$ cat config.mk
export PLATFORM = sky130hd
export DESIGN_NAME = sprite_fetch_arbiter
export DESIGN_NICKNAME = d
export VERILOG_FILES = /design/src/rtl/sprite_fetch_arbiter_pkg.sv /design/src/rtl/sprite_addr_calc.sv /design/src/rtl/sprite_fetch_arbiter.sv
export SDC_FILE = /design/constraint.sdc
export NUM_CORES = 1
export LEC_CHECK = 0
export ABC_AREA = 1
export CAP_MARGIN = 10
export CORE_ASPECT_RATIO = 0.5
export CORE_MARGIN = 1
export CORE_UTILIZATION = 30
export CTS_CLUSTER_DIAMETER = 60
export DETAILED_ROUTE_END_ITERATION = 12
export GPL_TIMING_DRIVEN = 0
export HOLD_SLACK_MARGIN = 0.03
export PLACE_DENSITY = 0.5
export SETUP_SLACK_MARGIN = 0.3
export SYNTH_ARGS = -nofsm -noshare
export SYNTH_HDL_FRONTEND = slang
export SYNTH_SLANG_ARGS = --single-unit
$ cat constraint.sdc
create_clock -name Clk -period 2 [get_ports Clk]
set_clock_uncertainty 0.05 [all_clocks]
set_input_delay 0.2 -clock Clk [delete_from_list [all_inputs] [get_ports Clk]]
set_output_delay 0.2 -clock Clk [all_outputs]
set_load 0.02 [all_outputs]
$ cat src/rtl/sprite_fetch_arbiter_pkg.sv
// Shared types and constants for the two-sprite ROM fetch arbiter.
// The frame bases are word addresses of the 20x20 4bpp frames.
package sprite_fetch_arbiter_pkg;

  typedef enum logic [1:0] {
    IDLE,
    A0,
    A1,
    C1
  } state_e;

  localparam int SPR_W        = 20;
  localparam int PIX_PER_WORD = 8;

  localparam logic [9:0] MAN_BASE      = 10'd0;
  localparam logic [9:0] MAN_DEAD_BASE = 10'd50;

  typedef struct packed {
    logic       hit;
    logic [2:0] sel;
    logic [9:0] addr;
  } fetch_t;

endpackage

$ cat src/rtl/sprite_addr_calc.sv
// Sprite box hit test and ROM word address / nibble select.
// Compares in 11 bits so boxes near x=1023 never wrap.
module sprite_addr_calc #(
  parameter int SPR_W        = 20,
  parameter int PIX_PER_WORD = 8
) (
  input  logic [9:0] draw_x_i,
  input  logic [9:0] draw_y_i,
  input  logic [9:0] spr_x_i,
  input  logic [9:0] spr_y_i,
  input  logic [9:0] base_i,
  output logic       hit_o,
  output logic [9:0] addr_o,
  output logic [2:0] sel_o
);

  localparam int OW = $clog2(SPR_W * SPR_W + 1);

  logic [10:0]   x11;
  logic [10:0]   y11;
  logic [10:0]   sx11;
  logic [10:0]   sy11;
  logic [10:0]   dxo;
  logic [10:0]   dyo;
  logic [10:0]   prod;
  logic [OW-1:0] offset;

  assign x11  = {1'b0, draw_x_i};
  assign y11  = {1'b0, draw_y_i};
  assign sx11 = {1'b0, spr_x_i};
  assign sy11 = {1'b0, spr_y_i};

  assign hit_o = (x11 >= sx11) &&
                 (x11 < sx11 + 11'(SPR_W)) &&
                 (y11 >= sy11) &&
                 (y11 < sy11 + 11'(SPR_W));

  assign dxo    = x11 - sx11;
  assign dyo    = y11 - sy11;
  assign prod   = dyo * 11'(SPR_W);
  assign offset = OW'(dxo + prod);

  assign sel_o  = 3'(offset % OW'(PIX_PER_WORD));
  assign addr_o = base_i + 10'(offset / OW'(PIX_PER_WORD));

endmodule

$ cat src/rtl/sprite_fetch_arbiter.sv
// Two-sprite fetch over one shared ROM port: A0 reads sprite 0,
// A1 reads sprite 1, C1 commits both words together.
module sprite_fetch_arbiter
  import sprite_fetch_arbiter_pkg::*;
#(
  parameter int SPR_W        = sprite_fetch_arbiter_pkg::SPR_W,
  parameter int PIX_PER_WORD = sprite_fetch_arbiter_pkg::PIX_PER_WORD
) (
  input  logic        Clk,
  input  logic        Reset_n,
  input  logic        pix_en,
  input  logic [9:0]  DrawX,
  input  logic [9:0]  DrawY,
  input  logic [9:0]  Spr0X,
  input  logic [9:0]  Spr0Y,
  input  logic [9:0]  Spr1X,
  input  logic [9:0]  Spr1Y,
  input  logic [9:0]  spr0_base,
  input  logic [9:0]  spr1_base,
  output logic [9:0]  rom_addr,
  output logic        rom_en,
  input  logic [31:0] rom_data,
  output logic [31:0] word0,
  output logic [31:0] word1,
  output logic [2:0]  sel0,
  output logic [2:0]  sel1,
  output logic        hit0,
  output logic        hit1,
  output logic        out_valid,
  output logic        overrun
);

  logic       c0_hit;
  logic       c1_hit;
  logic [9:0] c0_addr;
  logic [9:0] c1_addr;
  logic [2:0] c0_sel;
  logic [2:0] c1_sel;

  sprite_addr_calc #(
    .SPR_W(SPR_W),
    .PIX_PER_WORD(PIX_PER_WORD)
  ) u_calc0 (
    .draw_x_i(DrawX),
    .draw_y_i(DrawY),
    .spr_x_i (Spr0X),
    .spr_y_i (Spr0Y),
    .base_i  (spr0_base),
    .hit_o   (c0_hit),
    .addr_o  (c0_addr),
    .sel_o   (c0_sel)
  );

  sprite_addr_calc #(
    .SPR_W(SPR_W),
    .PIX_PER_WORD(PIX_PER_WORD)
  ) u_calc1 (
    .draw_x_i(DrawX),
    .draw_y_i(DrawY),
    .spr_x_i (Spr1X),
    .spr_y_i (Spr1Y),
    .base_i  (spr1_base),
    .hit_o   (c1_hit),
    .addr_o  (c1_addr),
    .sel_o   (c1_sel)
  );

  state_e      state_q;
  fetch_t      f0_q;
  fetch_t      f1_q;
  logic [31:0] shadow0_q;
  logic [9:0]  rom_addr_q;
  logic        rom_en_q;
  logic [31:0] word0_q;
  logic [31:0] word1_q;
  logic [2:0]  sel0_q;
  logic [2:0]  sel1_q;
  logic        hit0_q;
  logic        hit1_q;
  logic        out_valid_q;
  logic        overrun_q;

  // Latching the computed hit/addr/sel at accept is equivalent to
  // latching the raw coordinates and keeps the ROM address registered.
  always_ff @(posedge Clk or negedge Reset_n) begin
    if (!Reset_n) begin
      state_q     <= IDLE;
      f0_q        <= '0;
      f1_q        <= '0;
      shadow0_q   <= '0;
      rom_addr_q  <= '0;
      rom_en_q    <= 1'b0;
      word0_q     <= '0;
      word1_q     <= '0;
      sel0_q      <= '0;
      sel1_q      <= '0;
      hit0_q      <= 1'b0;
      hit1_q      <= 1'b0;
      out_valid_q <= 1'b0;
      overrun_q   <= 1'b0;
    end else begin
      out_valid_q <= 1'b0;
      unique case (state_q)
        IDLE, C1: begin
          if (state_q == C1) begin
            word0_q     <= f0_q.hit ? shadow0_q : '0;
            word1_q     <= f1_q.hit ? rom_data : '0;
            sel0_q      <= f0_q.hit ? f0_q.sel : '0;
            sel1_q      <= f1_q.hit ? f1_q.sel : '0;
            hit0_q      <= f0_q.hit;
            hit1_q      <= f1_q.hit;
            out_valid_q <= 1'b1;
          end
          if (pix_en) begin
            f0_q     <= '{hit: c0_hit, sel: c0_sel, addr: c0_addr};
            f1_q     <= '{hit: c1_hit, sel: c1_sel, addr: c1_addr};
            rom_en_q <= c0_hit;
            if (c0_hit) rom_addr_q <= c0_addr;
            state_q  <= A0;
          end else begin
            rom_en_q <= 1'b0;
            state_q  <= IDLE;
          end
        end
        A0: begin
          if (pix_en) overrun_q <= 1'b1;
          rom_en_q <= f1_q.hit;
          if (f1_q.hit) rom_addr_q <= f1_q.addr;
          state_q  <= A1;
        end
        A1: begin
          if (pix_en) overrun_q <= 1'b1;
          shadow0_q <= f0_q.hit ? rom_data : '0;
          rom_en_q  <= 1'b0;
          state_q   <= C1;
        end
        default: state_q <= IDLE;
      endcase
    end
  end

  assign rom_addr  = rom_addr_q;
  assign rom_en    = rom_en_q;
  assign word0     = word0_q;
  assign word1     = word1_q;
  assign sel0      = sel0_q;
  assign sel1      = sel1_q;
  assign hit0      = hit0_q;
  assign hit1      = hit1_q;
  assign out_valid = out_valid_q;
  assign overrun   = overrun_q;

endmodule
# Word-level counts from Yosys, hierarchy flattened
# Index checks and enable logic that the tools add are counted.
dict set report classes {
  muxes 15
  eq_ne 6
  magnitude_cmp 8
  n_reduce_logical 14
  multipliers 2
  n_addsub 12
}
# cell n
set op_table {}
lappend op_table {{$mux W32} 3}
lappend op_table {{$add A10 B5 Y11 const B} 4}
lappend op_table {{$lt A10 B11 Y1} 4}
lappend op_table {{$ge A10 B10 Y1} 4}
lappend op_table {{$mux W10} 3}
lappend op_table {{$mul A11 B3 Y7 const B} 2}
lappend op_table {{$sub A10 B10 Y11} 2}
lappend op_table {{$add A10 B6 Y10} 2}
lappend op_table {{$pmux W10 S2} 1}
lappend op_table {{$add A9 B9 Y9} 2}
lappend op_table {{$sub A9 B9 Y9} 2}
lappend op_table {{$logic_and A1 B1 Y1} 6}
lappend op_table {{$mux W3} 2}
lappend op_table {{$ne A2 B2 Y1 const B} 3}
lappend op_table {{$pmux W2 S3} 1}
lappend op_table {{$reduce_and A2 Y1} 3}
lappend op_table {{$eq A2 B2 Y1 const B} 2}
lappend op_table {{$mux W1} 4}
lappend op_table {{$reduce_and A4 Y1} 1}
lappend op_table {{$reduce_or A2 Y1} 2}
lappend op_table {{$pmux W1 S3} 1}
lappend op_table {{$eq A2 B1 Y1 const B} 1}
lappend op_table {{$logic_not A2 Y1} 1}
lappend op_table {{$reduce_bool A2 Y1} 1}
dict set report word_totals {
  input_bits 115
  out_inout_bits 85
  wordCells 74
  regBits 137
}

# Depth between registers and ports, before layout
# Gate-level depths: netlist of run 1.
dict set report depth {
  ltp_word 8
  ltp_mapped 31
  depth_no_buf 31
}

# Modules after synthesis
# From an unflattened synthesis of run 1, not the netlist that was laid out.
dict set report hier_totals {
  cells_unflattened 1251
  area_unflattened_um2 10213.5
}
# module area_per_inst_um2 cells_each seq_area_each_um2 n_inst
set modules_own_cells {}
lappend modules_own_cells {sprite_fetch_arbiter 5544.1 543 3428.3 1}
lappend modules_own_cells {{sprite_addr_calc at u_calc0} 2367.3 367 0.0 1}
lappend modules_own_cells {{sprite_addr_calc at u_calc1} 2302.2 341 0.0 1}

# Worst setup path before layout of run 1
# OpenSTA, ideal clock, no wires.
dict set report synth_timing {
  path_kind {input to register}
  from {in DrawY[0]}
  to {reg rom_addr_q[8], in the netlist rom_addr[8]}
  t_required_ns 1.833
  path_slack_ns -2.628
  setup_ns 0.117
  path_stages 29
  arrival_time_ns 4.461
  n_path_buf 0
  cell_sequence {inv_1 ha_1 inv_1 fa_1 nand3_1 nand2_1 xor2_1 ha_1 inv_1 fa_1 xor2_1 fa_1 inv_1 ha_1 a21oi_1 o21ai_0 a31oi_1 inv_1 nand2_1 nand2_1 ha_1 a21oi_1 or2_2 nand2_1 nand2_1 nand3_1 o21ai_0 nand3_1 nand2_1}
}
dict set report synth_between {
  elab_chain_len 7
  word_cells_on_any_way 13
  cone_classes {add/sub: 3; mul: 1; order compare: 2; eq/ne: 1; mux: 3; reduce/logical: 3}
}
# element line_no
set synth_rtl {}
lappend synth_rtl {{from (decl)} sprite_fetch_arbiter.sv:13} ;# input logic [9:0] DrawY,
lappend synth_rtl {{$sub A10 B10 Y11} sprite_addr_calc.sv:39} ;# assign dyo = y11 - sy11;
lappend synth_rtl {{$mul A11 B3 Y7} sprite_addr_calc.sv:40} ;# assign prod = dyo * 11'(SPR_W);
lappend synth_rtl {{$add A9 B9 Y9} sprite_addr_calc.sv:41} ;# assign offset = OW'(dxo + prod);
lappend synth_rtl {{$add A10 B6 Y10} sprite_addr_calc.sv:44} ;# assign addr_o = base_i + 10'(offset / OW'(PIX_PER_WORD));
lappend synth_rtl {{$mux W10} sprite_fetch_arbiter.sv:118} ;# if (c0_hit) rom_addr_q <= c0_addr;
lappend synth_rtl {{$mux W10} sprite_fetch_arbiter.sv:114} ;# if (pix_en) begin
lappend synth_rtl {{$pmux W10 S2} sprite_fetch_arbiter.sv:103} ;# unique case (state_q)
lappend synth_rtl {{to (signal assigned)} sprite_fetch_arbiter.sv:118}
lappend synth_rtl {{to (signal assigned)} sprite_fetch_arbiter.sv:128} ;# if (f1_q.hit) rom_addr_q <= f1_q.addr;
lappend synth_rtl {{to (decl)} sprite_fetch_arbiter.sv:72} ;# logic [9:0] rom_addr_q;
# Several ways; a longest one is shown, not always the timed one. The select of a mux whose other input is x is not followed.
# A chain may end at the register's enable or synchronous reset.

# Final worst setup path of run 1
# Same ends and word-level chain as after synthesis.

==> flow_metrics.tcl, run 1 <==
set metrics [dict create \
    power.leakage_nw 7.03 \
    grt_max_degree 81 \
    crit_path_max_fanout 3 \
    cts.path.max_buffers 2 \
    max_slew_margin_pct 63.9 \
    dieWidth_um 256 \
    routed_wl_um 28800 \
    vias 8667 \
    io_pins 200 \
    cts_root_buf "clkbuf_16" \
    finalWorstSetupSlack_ns -2.29 \
    postRouteAntennaNets 0 \
    dpl.hpwl_um 22200 \
    regArea_um2 3430 \
    hp-class "in -> reg" \
    synth_area_leaders "dfrtp_1, ha_1, inv_1" \
    grt_usage_pct 17.8 \
    avgSynthCellArea_um2 8.19 \
    hold_viol 0 \
    synth_top_area_cell "dfrtp_1" \
    cp_top_family "adder cells" \
    fp-row-count 46 \
    clock.fmax_mhz 233 \
    synth_edf_count 0 \
    yosysWarnings 0 \
    final_core_util_pct 46.1 \
    drt_iter0_drc 363 \
    core_area_um2 31700 \
    ys.flop_type "dfrtp_1" \
    worstPathArrival_ns 4.55 \
    route.detailed.drc 0 \
    cts_tree "done" \
    wl_per_cell_um 15.2 \
    grt_setup_unrepaired "true" \
    tightest_slew_ns 0.541 \
    finalCriticalPeriod_ns 4.29 \
    portBuffers 199 \
    multiInputGateArea_um2 6360 \
    fp.dieH_um 129 \
    gp_routability_congestion 0.827 \
    grt_pass1_wl_um 46200 \
    grt_antenna_before_repair 3 \
    yosysMostFrequentCell "inv_1" \
    dr.pass1.iters 5 \
    status "finished, violations left" \
    violations "setup timing" \
    dieArea_um2 33000 \
    clock_latency_ns 0.42 \
    synth_top_area_share_pct 35.5 \
    rrSetupSlack_ns 0.20 \
    pre_cts_slack_ns -3.45 \
    fill_cells 3021 \
    synth_common_cells "inv_1, nand2_1, dfrtp_1, ha_1, o22ai_1" \
    critical_path_buf_inv_count 8 \
    maxCapViolations 0 \
    start_util_pct 30.5 \
    ys_async_sr_fraction_pct 100 \
    crit_slowest_cell "fa_1" \
    area_growth_pct 51.3 \
    drive_gt1_share_pct 24.4 \
    grt_overflow 0 \
    worst_ep_required_time_ns 2.26 \
    power_density_nw_per_um2 1320 \
    end_kind "flop" \
    slew_viol_final 0 \
    netlist_area_um2 9670 \
    period_share_pct 214 \
    synth_nets 1436 \
    grt_pass1_vias 8936 \
    ys_seq_area_share_pct 35.5 \
    peakVddDrop_mv 0.876 \
    numCtsBuffers 17 \
    clkTransAtPathRegs_ns 0.06 \
    fin_nets 1705 \
    cts_max_level 4 \
    critPathMaxStageDelay_ns 0.52 \
    via_per_inst 4.57 \
    postSynthCellCount 1180 \
    setup_violations 20 \
    ys_ff_latch 137 \
    cts_sinks 137 \
    criticalPathCategory "in -> reg" \
    cp-start-kind "primary input" \
    synth_cell_type_count 35 \
]
-- final cells by class --
class | count | share of cell area [%]
Multi-Input combinational cell | 748 | 43.5
Sequential cell | 137 | 23.4
Timing Repair Buffer | 250 | 17.0
Inverter | 267 | 7.15
Tap cell | 432 | 3.70
Clock buffer | 18 | 3.00
Buffer | 28 | 1.20
Clock inverter | 14 | 1.01
Antenna cell | 3 | 0.0513
-- tightest hold or removal path, stage by stage --
cell and delay, ns:
dlymetal6s2s_1 0.14, fa_1 0.19, o21ai_0 0.08
-- where the power goes --
group,switching (mW),internal [mW],total [mW]
logic,6.46,5.99,12.4
clock network,1.25,1.87,3.12
registers,0.345,3.44,3.79
total,8.05,11.3,19.4
-- cell usage in the layout (no fill, tap or decap), types with 19 or more instances in the layout --
master           netlist  final
nand2_2                3     24
inv_2                  2     29
nand3_1               63     44
dlymetal6s2s_1         0     19
buf_4                  0     35
buf_6                  0     24
o22ai_1               98     98
nor2_1                44     32
ha_4                   0     44
nand3_2                1     19
dfrtp_1              137    137
clkdlybuf4s50_1        0    131
inv_1                265    229
dlygate4sd2_1          0     20
ha_1                 119     72
xor2_1                43     33
a21oi_1               51     32
nand2_1              190    164
-- kinds of logic (layout without fill, tap and decap cells) --
logic type / Yosys count / count (layout) / synth area share, %
AO/OA/AOI/OAI: 210 / 210 / 12.7
XOR/XNOR: 54 / 54 / 4.89
adder cells (fa/ha/maj): 141 / 141 / 20.0
buffers and inverters: 295 / 577 / 11.6
flip-flops: 137 / 137 / 35.5
other: 0 / 3 / 0
AND/OR/NAND/NOR: 343 / 343 / 15.4
-- metrics by stage --
step | setup TNS, ns | instances | instance area [µm²] | hold WS, ns | power [mW]
finish | -32.85 | 1897 | 14600 | 0.195 | 19.4
global route | -36.23 | 1895 | 14600 | 0.209 | 21.0
CTS | -32.39 | 1883 | 14100 | 0.277 | 18.0
detailed placement | -65.10 | 1812 | 12700 | 0.158 | 13.4
global placement | -729.90 | 1811 | 12600 | 0.396 | 13.2
floorplan | -33.19 | 1180 | 10100 | -0.146 | 10.5
-- timing repair --
action / in CTS / in global routing
hold endpoints to repair: 57 / 0
buffers inserted: 38 / 11
gates resized for setup: 284 / 142
pin swaps: 93 / 64
endpoints found under the setup margin: 132 / 100
hold buffers: 1 / 0
-- final timing paths --
kind	start	to	depth (start not counted)
worst max-delay path	DrawY[0]	rom_addr[8]	31
worst min-delay path	Spr1X[1]	f1_q[11]	3
worst max register to register	state_q[1]	rom_addr[1]	7
worst min register to register	overrun	overrun	1
min in group asynchronous	Reset_n	word0[12]	2
max in group asynchronous	Reset_n	rom_addr[9]	3
-- sequential cells by signal, summed over array words and instances (netlist names) --
name and count:
rom_en 1, rom_addr 10, f1_q 14, sel0 3, shadow0_q 32, hit0 1, word1 32, out_valid 1
sel1 3, f0_q 4, hit1 1, overrun 1, state_q 2, word0 32
-- layer usage --
layer	vias to the layer above	part of all wire, %	track usage, %
li1	4377	-	-
met3	35	2.6	2.64
met5	-	0	0
met2	140	51	32.7
met1	4115	45	21.9
met4	0	1.9	4.90
Power figures use the tool's default switching activity.
==> inputs of run 2 (changes only) <==
Settings changed: CAP_MARGIN 10 to 15.
==> run 2 against run 1 <==
Net effect: the run still ends with setup timing left; sequential share of layout area stayed put; critical path depth stayed put; global-route usage stayed put; core utilization stayed put; via count stayed put; first-iteration DRC count stayed put; clock-buffer cell count stayed put; die area stayed put; hold slack stayed put.
==> flow_metrics.tcl, run 2 (synthesis results as in run 1) <==
set metrics [dict create \
    status "finished, violations left" \
    violations "setup timing" \
    internal-power_mw 11.3 \
    grt_usage_pct 17.8 \
    io_pins 200 \
    crit_slowest_cell "fa_1" \
    max_slew_margin_pct 63.9 \
    tightest_slew_ns 0.541 \
    via_per_inst 4.57 \
    drt_iter0_drc 363 \
    cts.path.max_buffers 2 \
    seqPwrFrac_pct 19.6 \
    cts_tree "done" \
    grt_pass1_vias 8936 \
    dieWidth_um 256 \
    p_switching_mw 8.05 \
    clkPwrFrac_pct 16.1 \
    final_core_util_pct 46.1 \
    hold_start "Spr1X[1]" \
    busiest_layer "met2" \
    grt_setup_unrepaired "true" \
    routed_wl_um 28800 \
    pre_cts_slack_ns -3.45 \
    layout_common_cells "inv_1, nand2_1, dfrtp_1" \
    period_share_pct 214 \
    slew_viol_final 0 \
    end_kind "flop" \
    critical_path_buf_inv_count 8 \
    final_common_cell "inv_1" \
    hold_viol 0 \
    clkTransAtPathRegs_ns 0.06 \
    cp_top_family "adder cells" \
    fp-row-count 46 \
    postRouteAntennaNets 0 \
    drive_gt1_share_pct 24.4 \
    fin_nets 1705 \
    route.detailed.drc 0 \
    gp_routability_congestion 0.827 \
    hold_path_depth 3 \
    combPwrFrac_pct 64.3 \
    rr_startpoint "state_q[1]" \
    power.leakage_nw 7.03 \
    worst_ep_required_time_ns 2.26 \
    worst_r2r_path_depth 7 \
    fp.dieH_um 129 \
    cp-start-kind "primary input" \
    power_switching_share_pct 41.6 \
    hp-class "in -> reg" \
    wl_per_cell_um 15.2 \
    grt_max_degree 81 \
    criticalPathCategory "in -> reg" \
    clock.fmax_mhz 233 \
    numCtsBuffers 17 \
    dpl.hpwl_um 22200 \
    setup_violations 20 \
    clock_latency_ns 0.42 \
    dieArea_um2 33000 \
    use_met3_pct 2.64 \
    maxCapViolations 0 \
    start_util_pct 30.5 \
    grt_pass1_wl_um 46200 \
    place_area_um2 12700 \
    r2r-end "rom_addr[1]" \
    power_density_nw_per_um2 1320 \
    finalCriticalPeriod_ns 4.29 \
    portBuffers 199 \
    worstPathArrival_ns 4.55 \
    core_area_um2 31700 \
    dr.pass1.iters 5 \
    grtUsageMet2_pct 32.7 \
    cts_root_buf "clkbuf_16" \
    grt_antenna_before_repair 3 \
    met1_usage_pct 21.9 \
    vias 8667 \
    cts_max_level 4 \
    finalWorstSetupSlack_ns -2.29 \
    grt_overflow 0 \
    fin_area_um2 14600 \
    critPathMaxStageDelay_ns 0.52 \
    cts_sinks 137 \
    peakVddDrop_mv 0.876 \
    fill_cells 3021 \
    rrSetupSlack_ns 0.20 \
    area_growth_pct 51.3 \
    hold-path-endpoint "f1_q[11]" \
    crit_path_max_fanout 3 \
]
[run 2: worst min-delay path: stages]
cell and delay (ns):
dlymetal6s2s_1 0.14, fa_1 0.19, o21ai_0 0.08
[run 2: worst max-delay path by stage]
stage / from / to / slack, ns / depth (start not counted)
floorplan: DrawY[0] / f1_q[9] / -2.30 / 28
global placement: Reset_n / rom_addr[7] / -4.87 / 1
detailed placement: DrawY[0] / f1_q[9] / -3.45 / 27
CTS: DrawY[0] / f1_q[9] / -2.32 / 27
global route: DrawY[0] / f1_q[9] / -2.55 / 29
finish: DrawY[0] / rom_addr[8] / -2.29 / 31
[run 2: what timing repair did]
action	in CTS	in global routing
setup endpoints to repair	132	100
endpoints found under the hold margin	57	0
resized for setup	284	142
setup buffers	38	11
hold buffers	1	0
pin swaps	93	64
[run 2: through the flow]
step / power, mW / hold slack, ns / TNS [ns] / cells
after detailed placement: 13.4 / 0.158 / -65.10 / 1812
after CTS: 18.0 / 0.277 / -32.39 / 1883
after global routing: 21.0 / 0.209 / -36.23 / 1895
after floorplan: 10.5 / -0.146 / -33.19 / 1180
after global placement: 13.2 / 0.396 / -729.90 / 1811
final: 19.4 / 0.195 / -32.85 / 1897
[run 2: power by group through the flow]
stage | registers (mW) | logic (mW) | clock network [mW]
2_1_floorplan | 4.15 | 6.38 | 0
3_3_place_gp | 3.83 | 9.39 | 0
3_5_place_dp | 3.84 | 9.53 | 0
4_1_cts | 3.79 | 11.0 | 3.20
5_1_grt | 3.87 | 13.8 | 3.31
6_report | 3.79 | 12.4 | 3.12
[run 2: per-layer routing]
| metal | part of all wire, % | up-vias |
|---|---|---|
| met1 | 45 | 4115 |
| met3 | 2.6 | 35 |
| met4 | 1.9 | 0 |
| li1 | - | 4377 |
| met2 | 51 | 140 |
| met5 | 0 | - |
[run 2: area by class of cell]
type | count | area (µm²) | area share (%)
tap | 432 | 541 | 3.70
clock buffer | 18 | 439 | 3.00
timing repair buffer | 250 | 2480 | 17.0
multi-input combinational | 748 | 6360 | 43.5
inverter | 267 | 1050 | 7.15
buffer | 28 | 175 | 1.20
antenna | 3 | 7.51 | 0.0513
clock inverter | 14 | 148 | 1.01
sequential | 137 | 3430 | 23.4
